File: src/rtl/pipe_stage_reg_pkg.sv
// Shared constants and types for the inter-stage pipeline registers.
package pipe_stage_reg_pkg;

    localparam int STALL_WIDTH = 6;

    localparam logic Stop       = 1'b1;
    localparam logic NoStop     = 1'b0;
    localparam logic RstEnable  = 1'b1;
    localparam logic RstDisable = 1'b0;

    localparam logic [31:0] ZeroWord = 32'h0000_0000;

    // Slot indices of each stage in the global stall vector
    localparam int STAGE_PC  = 0;
    localparam int STAGE_IF  = 1;
    localparam int STAGE_ID  = 2;
    localparam int STAGE_EX  = 3;
    localparam int STAGE_MEM = 4;
    localparam int STAGE_WB  = 5;

    typedef enum logic [1:0] {
        ACT_LOAD,
        ACT_HOLD,
        ACT_BUBBLE,
        ACT_FLUSH
    } stageAction_e;

endpackage

File: src/rtl/pipe_stage_reg_if.sv
// Bundle of control, payload and debug-counter signals around one pipeline register.
interface pipe_stage_reg_if #(
    parameter int DATA_W  = 64,
    parameter int STALL_W = 6,
    parameter int CNT_W   = 32
);
    logic [STALL_W-1:0] stall;
    logic               flush;
    logic [DATA_W-1:0]  in_data;
    logic               in_valid;
    logic               clr_cnt;
    logic [DATA_W-1:0]  out_data;
    logic               out_valid;
    logic [CNT_W-1:0]   bubble_cnt;
    logic [CNT_W-1:0]   hold_cnt;
    logic [CNT_W-1:0]   flush_cnt;
    logic               hold_timeout;

    modport master (
        output stall, flush, in_data, in_valid, clr_cnt,
        input  out_data, out_valid, bubble_cnt, hold_cnt, flush_cnt, hold_timeout
    );

    modport slave (
        input  stall, flush, in_data, in_valid, clr_cnt,
        output out_data, out_valid, bubble_cnt, hold_cnt, flush_cnt, hold_timeout
    );
endinterface

File: src/rtl/pipe_stage_reg_sat_counter.sv
// Saturating up-counter with synchronous reset and clear; clear beats increment.
module sat_counter
    import pipe_stage_reg_pkg::*;
#(
    parameter int W = 8
) (
    input  logic         clk,
    input  logic         rst,
    input  logic         clr,
    input  logic         inc,
    output logic [W-1:0] q
);

    logic [W-1:0] r_count;

    always_ff @(posedge clk) begin
        if (rst == RstEnable) begin
            r_count <= '0;
        end else if (clr) begin
            r_count <= '0;
        end else if (inc && (r_count != {W{1'b1}})) begin
            r_count <= r_count + 1'b1;
        end
    end

    assign q = r_count;

endmodule

File: src/rtl/pipe_stage_reg.sv
// Generic pipeline register with flush/hold/bubble control, debug counters and hold watchdog.
module pipe_stage_reg
    import pipe_stage_reg_pkg::*;
#(
    parameter int DATA_W   = 64,
    parameter int STALL_W  = STALL_WIDTH,
    parameter int STAGE    = STAGE_IF,
    parameter int CNT_W    = 32,
    parameter int HOLD_MAX = 1024
) (
    input  logic             clk,
    input  logic             rst,
    pipe_stage_reg_if.slave  bus
);

    generate
        if (STAGE < 0 || STAGE >= STALL_W) begin : g_badStage
            $fatal(1, "pipe_stage_reg: STAGE must lie in 0..STALL_W-1");
        end
    endgenerate

    logic         w_upStop;
    logic         w_dnStop;
    stageAction_e w_action;
    logic         w_isHold;
    logic [DATA_W-1:0] r_outData;
    logic              r_outValid;

    assign w_upStop = bus.stall[STAGE];

    // The last stage has nobody downstream, so it never sees a downstream stop
    generate
        if (STAGE == STALL_W - 1) begin : g_lastStage
            assign w_dnStop = NoStop;
        end else begin : g_midStage
            assign w_dnStop = bus.stall[STAGE+1];
        end
    endgenerate

    always_comb begin
        w_action = ACT_LOAD;
        if (bus.flush) begin
            w_action = ACT_FLUSH;
        end else if ((w_upStop == Stop) && (w_dnStop == NoStop)) begin
            w_action = ACT_BUBBLE;
        end else if (w_upStop == Stop) begin
            w_action = ACT_HOLD;
        end
    end

    assign w_isHold = (w_action == ACT_HOLD);

    always_ff @(posedge clk) begin
        if (rst == RstEnable) begin
            r_outData  <= '0;
            r_outValid <= 1'b0;
        end else begin
            case (w_action)
                ACT_FLUSH, ACT_BUBBLE: begin
                    r_outData  <= '0;
                    r_outValid <= 1'b0;
                end
                ACT_HOLD: begin
                    r_outData  <= r_outData;
                    r_outValid <= r_outValid;
                end
                default: begin
                    r_outData  <= bus.in_data;
                    r_outValid <= bus.in_valid;
                end
            endcase
        end
    end

    assign bus.out_data  = r_outData;
    assign bus.out_valid = r_outValid;

    sat_counter #(.W(CNT_W)) u_bubbleCnt (
        .clk (clk),
        .rst (rst),
        .clr (bus.clr_cnt),
        .inc (w_action == ACT_BUBBLE),
        .q   (bus.bubble_cnt)
    );

    sat_counter #(.W(CNT_W)) u_holdCnt (
        .clk (clk),
        .rst (rst),
        .clr (bus.clr_cnt),
        .inc (w_isHold),
        .q   (bus.hold_cnt)
    );

    sat_counter #(.W(CNT_W)) u_flushCnt (
        .clk (clk),
        .rst (rst),
        .clr (bus.clr_cnt),
        .inc (w_action == ACT_FLUSH),
        .q   (bus.flush_cnt)
    );

    // The flag fires on the hold cycle that pushes the run past HOLD_MAX
    generate
        if (HOLD_MAX > 0) begin : g_watchdog
            localparam int RUN_W = $clog2(HOLD_MAX + 1);

            logic [RUN_W-1:0] w_runLen;
            logic             r_holdTimeout;

            sat_counter #(.W(RUN_W)) u_runLen (
                .clk (clk),
                .rst (rst),
                .clr (!w_isHold),
                .inc (w_isHold),
                .q   (w_runLen)
            );

            always_ff @(posedge clk) begin
                if (rst == RstEnable) begin
                    r_holdTimeout <= 1'b0;
                end else if (bus.clr_cnt) begin
                    r_holdTimeout <= 1'b0;
                end else if (w_isHold && (w_runLen == RUN_W'(HOLD_MAX))) begin
                    r_holdTimeout <= 1'b1;
                end
            end

            assign bus.hold_timeout = r_holdTimeout;
        end else begin : g_noWatchdog
            assign bus.hold_timeout = 1'b0;
        end
    endgenerate

endmodule
File: src/flat_wrapper.sv
// flat-port wrapper written by rule: the top's interface ports become plain ports
module pipe_stage_reg_flat import pipe_stage_reg_pkg::*;
#(
    parameter int DATA_W   = 64,
    parameter int STALL_W  = STALL_WIDTH,
    parameter int STAGE    = STAGE_IF,
    parameter int CNT_W    = 32,
    parameter int HOLD_MAX = 1024
)
  (clk, rst, bus_stall, bus_flush, bus_in_data, bus_in_valid, bus_clr_cnt, bus_out_data, bus_out_valid, bus_bubble_cnt, bus_hold_cnt, bus_flush_cnt, bus_hold_timeout);
  pipe_stage_reg_if #(.DATA_W(DATA_W), .STALL_W(STALL_W), .CNT_W(CNT_W)) bus_i ();
  input  logic clk;
  input  logic rst;
  input wire logic [$bits(bus_i.stall)-1:0] bus_stall;
  input wire logic [$bits(bus_i.flush)-1:0] bus_flush;
  input wire logic [$bits(bus_i.in_data)-1:0] bus_in_data;
  input wire logic [$bits(bus_i.in_valid)-1:0] bus_in_valid;
  input wire logic [$bits(bus_i.clr_cnt)-1:0] bus_clr_cnt;
  output wire logic [$bits(bus_i.out_data)-1:0] bus_out_data;
  output wire logic [$bits(bus_i.out_valid)-1:0] bus_out_valid;
  output wire logic [$bits(bus_i.bubble_cnt)-1:0] bus_bubble_cnt;
  output wire logic [$bits(bus_i.hold_cnt)-1:0] bus_hold_cnt;
  output wire logic [$bits(bus_i.flush_cnt)-1:0] bus_flush_cnt;
  output wire logic [$bits(bus_i.hold_timeout)-1:0] bus_hold_timeout;
  assign bus_i.stall = bus_stall;
  assign bus_i.flush = bus_flush;
  assign bus_i.in_data = bus_in_data;
  assign bus_i.in_valid = bus_in_valid;
  assign bus_i.clr_cnt = bus_clr_cnt;
  assign bus_out_data = bus_i.out_data;
  assign bus_out_valid = bus_i.out_valid;
  assign bus_bubble_cnt = bus_i.bubble_cnt;
  assign bus_hold_cnt = bus_i.hold_cnt;
  assign bus_flush_cnt = bus_i.flush_cnt;
  assign bus_hold_timeout = bus_i.hold_timeout;
  pipe_stage_reg #(.DATA_W(DATA_W), .STALL_W(STALL_W), .STAGE(STAGE), .CNT_W(CNT_W), .HOLD_MAX(HOLD_MAX)) u_core (.clk(clk), .rst(rst), .bus(bus_i));
endmodule
File: config.mk
export PLATFORM = sky130hd
export DESIGN_NAME = pipe_stage_reg_flat
export DESIGN_NICKNAME = d
export VERILOG_FILES = /design/src/rtl/pipe_stage_reg_pkg.sv /design/src/rtl/pipe_stage_reg_if.sv /design/src/rtl/pipe_stage_reg_sat_counter.sv /design/src/rtl/pipe_stage_reg.sv /design/src/flat_wrapper.sv
export SDC_FILE = /design/constraint.sdc
export NUM_CORES = 1
export LEC_CHECK = 0
export CAP_MARGIN = 40
export CELL_PAD_IN_SITES_DETAIL_PLACEMENT = 1
export CELL_PAD_IN_SITES_GLOBAL_PLACEMENT = 2
export CORE_ASPECT_RATIO = 0.5
export CORE_MARGIN = 3
export CORE_UTILIZATION = 27
export CTS_BUF_LIST = sky130_fd_sc_hd__clkbuf_4 sky130_fd_sc_hd__clkbuf_8 sky130_fd_sc_hd__clkbuf_16
export DETAILED_ROUTE_END_ITERATION = 8
export PLACE_DENSITY_LB_ADDON = 0.1
export SLEW_MARGIN = 20
export SYNTH_ARGS = -nofsm -noshare
export SYNTH_HDL_FRONTEND = slang
export SYNTH_SLANG_ARGS = --single-unit
File: constraint.sdc
create_clock -name clk -period 2.8 [get_ports clk]
set_input_delay 0.56 -clock clk [delete_from_list [all_inputs] [get_ports clk]]
set_output_delay 0.56 -clock clk [all_outputs]
set_load 0.05 [all_outputs]
==> impl_results.md, run 1 <==
* P_leak at 3.59 nW
* Number of synthesized flops with an enable pin at 0
* Syn_area_per_cell at 9.09 um2
* Max Cap Violations at 0
* Register area share after synthesis at 46.0%
* Power per cell area at 489 nW/um2
* XOR/XNOR Fraction of Synth Area at 1.28%
* Clock Path Buffers at 2
* Num CTS Buffers at 17
* Post-synth net total at 909
* Depth of the CTS H-tree at 4
* Post-Synth Adder-Cell Area at 0.830%
* Max incr delay on CP at 0.91 ns
* Period utilisation layout at 85.2%
* Hold_buf cts at 0
* I/O Buffers at 232
* CTS tree: yes
* Mapped Area at around 7500 um2
* WP buf/inv at 1
* Syn Inst Count at 829
* First-pass GRT wire length at roughly 43 mm
* First drt pass iteration count at 4
* Layout Area Growth over Synthesis at 47.3%
* Clock slew at reported path FFs at 0.07 ns
* #FFs+latches synth at 173
* CTS root buf: clkbuf_16
* Drt initial violations at ~300
* Die Footprint at between 30000 and 40000 um2
* Final Hold Fails at 0
* Hold WS at ~0.48 ns
* Post-CTS Setup Inserts at 0
* PostCTS Resize Cnt at 0
* CP required at 2.24 ns
* Antenna violations before repair at 1
* Die X at 242 um
* Critical-path cell list: clkdlybuf4s50_1
* Setup crit start kind: register
* Die height at 124 um
* Drt total wl at around 28 mm
* Simple-Gate Fraction of Synth Area at 25.9%
* Worst Max-Slew Pin Slew at 0.689 ns
* Layout Nets at 1152
* Area fraction in compound gates after synthesis at 21.0%
* Largest net degree at the start of global routing at 66
* Final HPWL DP at 20.4 mm
* DR vias/cell at 5.22
* Min Tclk post-route at 2.39 ns
* Fraction of layout cells with a size suffix above 1 at 8.39%
* Rows at 42
* Starting Density at 27.9%
* Residual DRC at 0
* Core Footprint at between 20000 and 30000 um2
* Gr usage total at between 10% and 20%
* Wire length per cell at ~19 um
* Yosys warning total at 0
* Max Slew Vio Count at 0
* Setup TNS at 0 ns
* Critical Path End Type: output port
* Via count at 7615
* Antenna-violating nets left at 0
* Mux contribution to synthesized area at 1.86%
* CP arrival at 1.83 ns
* Delay-heaviest family, CP: buffers and inverters
* Main combinational cell family by area after synthesis: simple AND/OR/NAND/NOR gates
* Main flop type after synthesis: dfxtp_1
* Critical-path top delay cell: clkdlybuf4s50_1
* Worst IR Drop VDD at around 440 uV
* CP max FO at 9
* FMAX at 419 MHz
* Clock network latency to the later pin of the worst-skew pair at between 0.4 and 0.5 ns
* Async S/R FF share, synth at 0%
* Netlist cell types at 62
* Final number of setup-violating endpoints at 0
* Run status: completed
* Ports at 237
* Worst Setup Path Type: reg2out
* GR Overflow Total at 0
* Placer Congestion at 0.767
* RSZ-0062 raised after global routing: false
* Clock sinks at 173
* Number of global-route vias before repair at just under 8000
* Final worst clock skew at 0.00822 ns
* Slew HR at 53.7%
* Worst Hold Class: reg2reg
where the power goes:
part	switching [mW]	total (mW)	internal, mW
sequential	0.0191	2.51	2.49
combinational	0.218	0.399	0.181
clock	1.15	2.52	1.37
total	1.39	5.43	4.04
layout by cell type (no fill, tap or decap), drive strengths merged, types with 5 or more instances in the layout:
cell type,count
mux2i,14
ha,5
nand3,42
a21oi,61
nor4,19
buf,37
and2,6
clkbuf,18
dfxtp,173
o21a,7
xnor2,8
nand4,30
o21ai,43
a22o,65
or2,5
clkdlybuf4s50,232
inv,20
or4,27
o211ai,6
and4,19
a31oi,5
nor3,15
nand2,68
nor2,35
o31ai,25
or3,50
and3,13
cell usage after synthesis (3+ instances only):
cell / n / area, um2
o311ai_0: 3 / 26.3
nor2_1: 35 / 131
and2_1: 5 / 31.3
or3_1: 48 / 300
clkbuf_1: 34 / 128
xor2_1: 3 / 26.3
a22o_1: 65 / 569
nor4_1: 16 / 100
or2_2: 4 / 25.0
nand2_1: 68 / 255
nand4_1: 29 / 181
o21a_1: 7 / 52.6
a31oi_1: 5 / 31.3
and3_1: 12 / 75.1
o21ai_0: 42 / 210
a21oi_1: 61 / 305
o311a_1: 3 / 30.0
nand3_1: 42 / 210
or4_1: 25 / 188
inv_1: 10 / 37.5
dfxtp_1: 173 / 3460
xnor2_1: 8 / 70.1
o31a_1: 3 / 26.3
and4_1: 19 / 166
mux2i_1: 14 / 140
nor3_1: 13 / 65.1
buf_1: 4 / 15.0
o31ai_1: 25 / 188
ha_1: 5 / 62.6
o211ai_1: 6 / 45.0
path summary, 6_finish.rpt:
| path | endpoint | slack (ns) | start | cells after the start |
|---|---|---|---|---|
| worst max register to register | u_core.u_flushCnt.q[8]$_SDFFE_PP0P_ | 0.43 | u_core.u_flushCnt.q[5]$_SDFFE_PP0P_ | 6 |
| worst min register to register | u_core.bus.out_data[56]$_SDFFE_PP0N_ | 0.48 | u_core.bus.out_data[56]$_SDFFE_PP0N_ | 1 |
| worst max-delay path | bus_flush_cnt[5] | 0.41 | u_core.u_flushCnt.q[5]$_SDFFE_PP0P_ | 1 |
| worst min-delay path | u_core.bus.out_data[56]$_SDFFE_PP0N_ | 0.48 | u_core.bus.out_data[56]$_SDFFE_PP0N_ | 1 |
kinds of logic (layout without fill, tap and decap cells):
group	after synthesis	count (layout)
and+or+nand+nor	339	339
DFF	173	173
buffers and inverters	55	311
AOI/OAI and AO/OA	232	232
xor gates and xnor gates	11	11
adders and majority gates	5	5
other	0	1
muxes	14	14
registers in the layout (all words and copies together), names as in the netlist:
name / cells
u_core.bus.hold_timeout: 1
u_core.bus.out_valid: 1
u_core.u_bubbleCnt.q: 32
u_core.bus.out_data: 64
u_core.u_flushCnt.q: 32
u_core.g_watchdog.u_runLen.q: 11
u_core.u_holdCnt.q: 32
area by class of cell:
type,instances,area [um2]
well taps,374,468
repair buffers,269,2680
fillers,3060,15900
inverters,10,37.5
multi-input cells,601,3850
clock inverters,14,166
diodes,1,2.50
clock buffers,18,439
flip-flops and latches,173,3460
layer usage:
metal  routed length (um)  up-vias  GRT usage, %  part of all wire, %
met4                  367        2          5.88                  1.3
met5                   13        -             0                0.047
li1                     -     3693             -                    -
met3                 1850       34          6.47                  6.7
met1                12800     3722          23.0                   46
met2                12600      164          29.6                   46
through the flow:
step | setup WS (ns) | total power, mW | utilization [%] | std cells | cell area, um2
final | 0.414 | 5.43 | 41.2 | 1460 | 11100
after global routing | 0.152 | 5.65 | 41.2 | 1459 | 11100
after CTS | 0.361 | 5.53 | 41.2 | 1459 | 11100
after detailed placement | 0.00313 | 2.97 | 38.9 | 1427 | 10500
after global placement | 0.0354 | 2.96 | 38.9 | 1427 | 10500
after floorplan | 0.459 | 2.75 | - | 829 | 7530
Note: power is estimated with default switching activity, not from simulation.
==> run 2: changes to the inputs <==
CORE_UTILIZATION = 29   (was 27)
clock period = 3 ns   (was 2.8 ns; I/O delays follow)
==> impl_results.md, run 2 (same netlist as run 1, synthesis figures left out) <==
* Critical Path End Type: output port
* CP required at 2.40 ns
* FMAX at 401 MHz
* WP buf/inv at 1
* Rows at 41
* Fillers at ~3000
* Flip-flop and latch area at 3460 um2
* Power per cell area at 462 nW/um2
* Hold_buf cts at 0
* Clock sinks at 173
* Hold WS at 0.482 ns
* Fraction of layout cells with a size suffix above 1 at 7.44%
* Wire length per cell at ~19 um
* Core Footprint at 25400 um2
* Commonest non-fill, non-tap cells in the layout: clkdlybuf4s50_1 (232), dfxtp_1 (173), nand2_1 (68)
* Met3 routed WL at 1.81 mm
* Clock slew at reported path FFs at 0.07 ns
* Depth of the CTS H-tree at 4
* CP max FO at 8
* Highest Signal Layer: met4
* Final HPWL DP at ~20 mm
* Ports at ~240
* Run status: completed
* Layout Area Growth over Synthesis at 45.1%
* Final worst clock skew at 0.00897 ns
* Antenna violations before repair at 0
* Placer Congestion at 0.761
* Met1 Routed Length at approximately 13 mm
* I/O Buffers at 232
* Clock network latency to the later pin of the worst-skew pair at 0.45 ns
* Layout Nets at 1142
* Drt total wl at 27.2 mm
* Setup TNS at 0 ns
* Antenna-violating nets left at 0
* Setup crit start kind: register
* GR Overflow Total at 0
* Final Hold Fails at 0
* Worst Setup Path Type: reg2out
* CTS root buf: clkbuf_16
* Worst IR Drop VDD at 389 uV
* Clock Path Buffers at 2
* Area of the multi-input gates at 3850 um2
* Antenna Cells at 0
* Worst Max-Slew Pin Slew at 0.636 ns
* Commonest non-fill, non-tap cell in the layout: clkdlybuf4s50_1
* Max reg flops at 64
* Drt initial violations at 359
* Worst Hold Class: reg2reg
* DR vias/cell at 5.31
* Die height at around 120 um
* Cell Area, Placed at between 10000 and 15000 um2
* Max Cap Violations at 0
* DP Worst Slack at 0.144 ns
* P_leak at 3.52 nW
* Num CTS Buffers at 17
* Cell area after layout at 10900 um2
* Final worst slack at 0.509 ns
* Die X at 234 um
* Slew HR at 57.2%
* Final number of setup-violating endpoints at 0
* Period utilisation layout at 83.0%
* Min Tclk post-route at 2.49 ns
* Largest net degree at the start of global routing at 68
* CTS tree: yes
* Gr usage total at 19.6%
* Residual DRC at 0
* Delay-heaviest family, CP: buffers and inverters
* RSZ-0062 raised after global routing: false
* First drt pass iteration count at 4
* First-pass GRT wire length at 43.0 mm
* CP arrival at 1.89 ns
* Post-CTS Setup Inserts at 0
* Max Slew Vio Count at 0
* PostCTS Resize Cnt at 0
* Critical-path top delay cell: clkdlybuf4s50_1
* Die Footprint at around 28000 um2
* Number of global-route vias before repair at 7703
* Max incr delay on CP at between 0.9 and 1 ns
* Via count at 7534
* Starting Density at between 20% and 30%
* Critical-path cell list: clkdlybuf4s50_1
* Met2 routed WL at 12.4 mm
-- run 2: cell count changes in the layout (fill, tap and decap cells not counted) --
cell      previous run  this run
inv_6                9         8
clkinv_4             1         0
clkinv_2             0         1
inv_8                1         2
buf_12               6         2
buf_4               31        24
diode_2              1         0
buf_1                0         1
-- run 2: final cells by class --
cell class / count / share of cell area [%]
multi-input combinational: 601 / 35.2
sequential: 173 / 31.7
timing repair buffer: 259 / 23.3
clock buffer: 18 / 4.02
tap: 344 / 3.94
clock inverter: 14 / 1.51
inverter: 10 / 0.343
-- run 2: through the flow --
step | total power [mW] | utilization (%) | instances
finish | 5.05 | 43.1 | 1419
floorplan | 2.57 | - | 829
global placement | 2.76 | 40.7 | 1386
global route | 5.24 | 43.1 | 1419
CTS | 5.12 | 43.1 | 1419
detailed placement | 2.76 | 40.7 | 1387
-- run 2: path summary, 6_finish.rpt --
kind / startpoint / end / slack (ns) / depth (start not counted)
worst max register to register: u_core.u_flushCnt.q[0]$_SDFFE_PP0P_ / u_core.u_flushCnt.q[31]$_SDFFE_PP0P_ / 0.73 / 6
worst min-delay path: u_core.bus.out_data[2]$_SDFFE_PP0N_ / u_core.bus.out_data[2]$_SDFFE_PP0N_ / 0.48 / 1
worst min register to register: u_core.bus.out_data[2]$_SDFFE_PP0N_ / u_core.bus.out_data[2]$_SDFFE_PP0N_ / 0.48 / 1
worst max-delay path: u_core.u_flushCnt.q[6]$_SDFFE_PP0P_ / bus_flush_cnt[6] / 0.51 / 1
-- run 2: worst reg2reg max path: stages (launching register included) --
cell and delay [ns]:
dfxtp_1 0.37, ha_1 0.31, and2_1 0.18, and4_1 0.24, a211o_1 0.48, or4_1 0.46, a21oi_1 0.14
-- run 2: layer usage --
layer | global-route usage (%) | vias to the layer above
met5 | 0 | -
met4 | 4.89 | 0
met3 | 6.90 | 21
met2 | 31.3 | 161
met1 | 25.2 | 3695
li1 | - | 3657
-- run 2: power by group --
group          switching, mW  internal [mW]
Combinational          0.202          0.163
Sequential            0.0177           2.32
Clock                   1.06           1.28
==> run 3: changes to the inputs <==
CORE_UTILIZATION = 27   (was 29)
clock period = 2.4 ns   (was 3 ns; I/O delays follow)
==> impl_results.md, run 3 (same netlist as run 1, synthesis figures left out) <==
* Run status: completed
* Max reg flops at 64
* Final worst clock skew at approximately 0.0097 ns
* Critical-path cell list: clkdlybuf4s50_1
* First-pass GRT wire length at about 43 mm
* Gr usage total at 18.2%
* Final Hold Fails at 0
* Commonest non-fill, non-tap cells in the layout: clkdlybuf4s50_1 (232), dfxtp_1 (173), nand2_1 (68)
* Die X at 242 um
* CP max FO at 8
* DP Worst Slack at -0.215 ns
* CTS root buf: clkbuf_16
* Min Tclk post-route at 2.30 ns
* Layout Nets at roughly 1200
* Rows at 42
* Largest net degree at the start of global routing at 68
* Depth of the CTS H-tree at 4
* Max incr delay on CP at 0.90 ns
* Core Footprint at 27000 um2
* Worst IR Drop VDD at 521 uV
* RSZ-0062 raised after global routing: false
* Antenna violations before repair at 0
* Clock Path Buffers at 2
* Die height at around 120 um
* Cell Area, Placed at 10700 um2
* Highest Signal Layer: met4
* Setup crit start kind: register
* Delay-heaviest family, CP: buffers and inverters
* Power per cell area at 544 nW/um2
* Ports at 237
* FMAX at 435 MHz
* Commonest non-fill, non-tap cell in the layout: clkdlybuf4s50_1
* Cell area after layout at 11200 um2
* Met2 routed WL at 12.7 mm
* Starting Density at 27.9%
* Worst Setup Path Type: reg2out
* Worst Hold Class: reg2reg
* Via count at 7679
* Number of global-route vias before repair at between 7000 and 8000
* CP required at 1.92 ns
* WP buf/inv at 1
* Drt initial violations at 366
* Worst Max-Slew Pin Slew at 0.649 ns
* Clock sinks at 173
* Clock slew at reported path FFs at roughly 0.070 ns
* Critical-path top delay cell: clkdlybuf4s50_1
* Antenna-violating nets left at 0
* DR vias/cell at 5.18
* CP Launch Point: u_core.u_flushCnt.q[6]$_SDFFE_PP0P_
* Final worst slack at 0.102 ns
* GR Overflow Total at 0
* Slew HR at a little under three fifths
* Min-delay src: u_core.bus.out_data[26]$_SDFFE_PP0N_
* Period utilisation layout at 95.7%
* Final HPWL DP at ~20 mm
* CTS tree: yes
* Layout Area Growth over Synthesis at 49.0%
* Met3 routed WL at around 2 mm
* Max Slew Vio Count at 0
* Max Cap Violations at 0
* Placer Congestion at 0.765
* I/O Buffers at 232
* Die Footprint at between 30000 and 40000 um2
* Fillers at approximately 3100
* Clock network latency to the later pin of the worst-skew pair at 0.45 ns
* Met1 Routed Length at 12.5 mm
* Drt total wl at 27.5 mm
* Final number of setup-violating endpoints at 0
* Worst r2r src: u_core.u_bubbleCnt.q[4]$_SDFFE_PP0P_
* Fraction of layout cells with a size suffix above 1 at 10.4%
* CP arrival at around 1.8 ns
* First drt pass iteration count at 5
* Wire length per cell at 18.6 um
* P_leak at ~3.7 nW
* Critical Path End Type: output port
* Hold_buf cts at 0
* Residual DRC at 0
* Num CTS Buffers at 17
==> run 3: per-stage QoR <==
stage / power, mW / std cells / hold slack, ns / util (%) / TNS, ns
after global placement: 3.46 / 1451 / 0.460 / 39.6 / -2.40
final: 6.10 / 1483 / 0.480 / 41.7 / 0
after floorplan: 3.21 / 829 / 0.458 / - / 0
after CTS: 6.19 / 1482 / 0.485 / 41.6 / 0
after detailed placement: 3.47 / 1451 / 0.465 / 39.6 / -3.68
after global routing: 6.34 / 1482 / 0.495 / 41.6 / 0
==> run 3: report_power, final <==
part,internal [mW],total (mW),switching (mW)
clock,1.39,2.71,1.32
sequential,2.90,2.93,0.0215
combinational,0.214,0.471,0.256
total,4.51,6.10,1.60
==> run 3: repair_timing <==
| item | CTS | global route |
|---|---|---|
| buffers inserted | 0 | 0 |
| resized for setup | 0 | 1 |
| hold endpoints to repair | 0 | 0 |
| endpoints found under the setup margin | 0 | 1 |
==> run 3: final cells by class <==
class | instances | area [um2] | area share [%]
Antenna cell | 1 | 2.50 | 0.0223
Clock buffer | 19 | 447 | 3.98
Clock inverter | 12 | 105 | 0.936
Inverter | 10 | 37.5 | 0.334
Multi-Input combinational cell | 601 | 3850 | 34.3
Sequential cell | 173 | 3460 | 30.8
Tap cell | 374 | 468 | 4.17
Timing Repair Buffer | 293 | 2860 | 25.4
==> run 3: layer usage <==
| layer | GRT usage [%] | up-vias |
|---|---|---|
| met5 | 0 | - |
| met4 | 5.77 | 0 |
| met3 | 6.58 | 23 |
| met2 | 30.0 | 153 |
| met1 | 22.4 | 3775 |
| li1 | - | 3728 |
==> run 3: worst paths after layout <==
check	cells past startpoint	slack [ns]	endpoint
worst min register to register	1	0.48	u_core.bus.out_data[26]$_SDFFE_PP0N_
worst max register to register	5	0.19	u_core.u_bubbleCnt.q[27]$_SDFFE_PP0P_
worst min-delay path	1	0.48	u_core.bus.out_data[26]$_SDFFE_PP0N_
worst max-delay path	1	0.10	bus_flush_cnt[6]
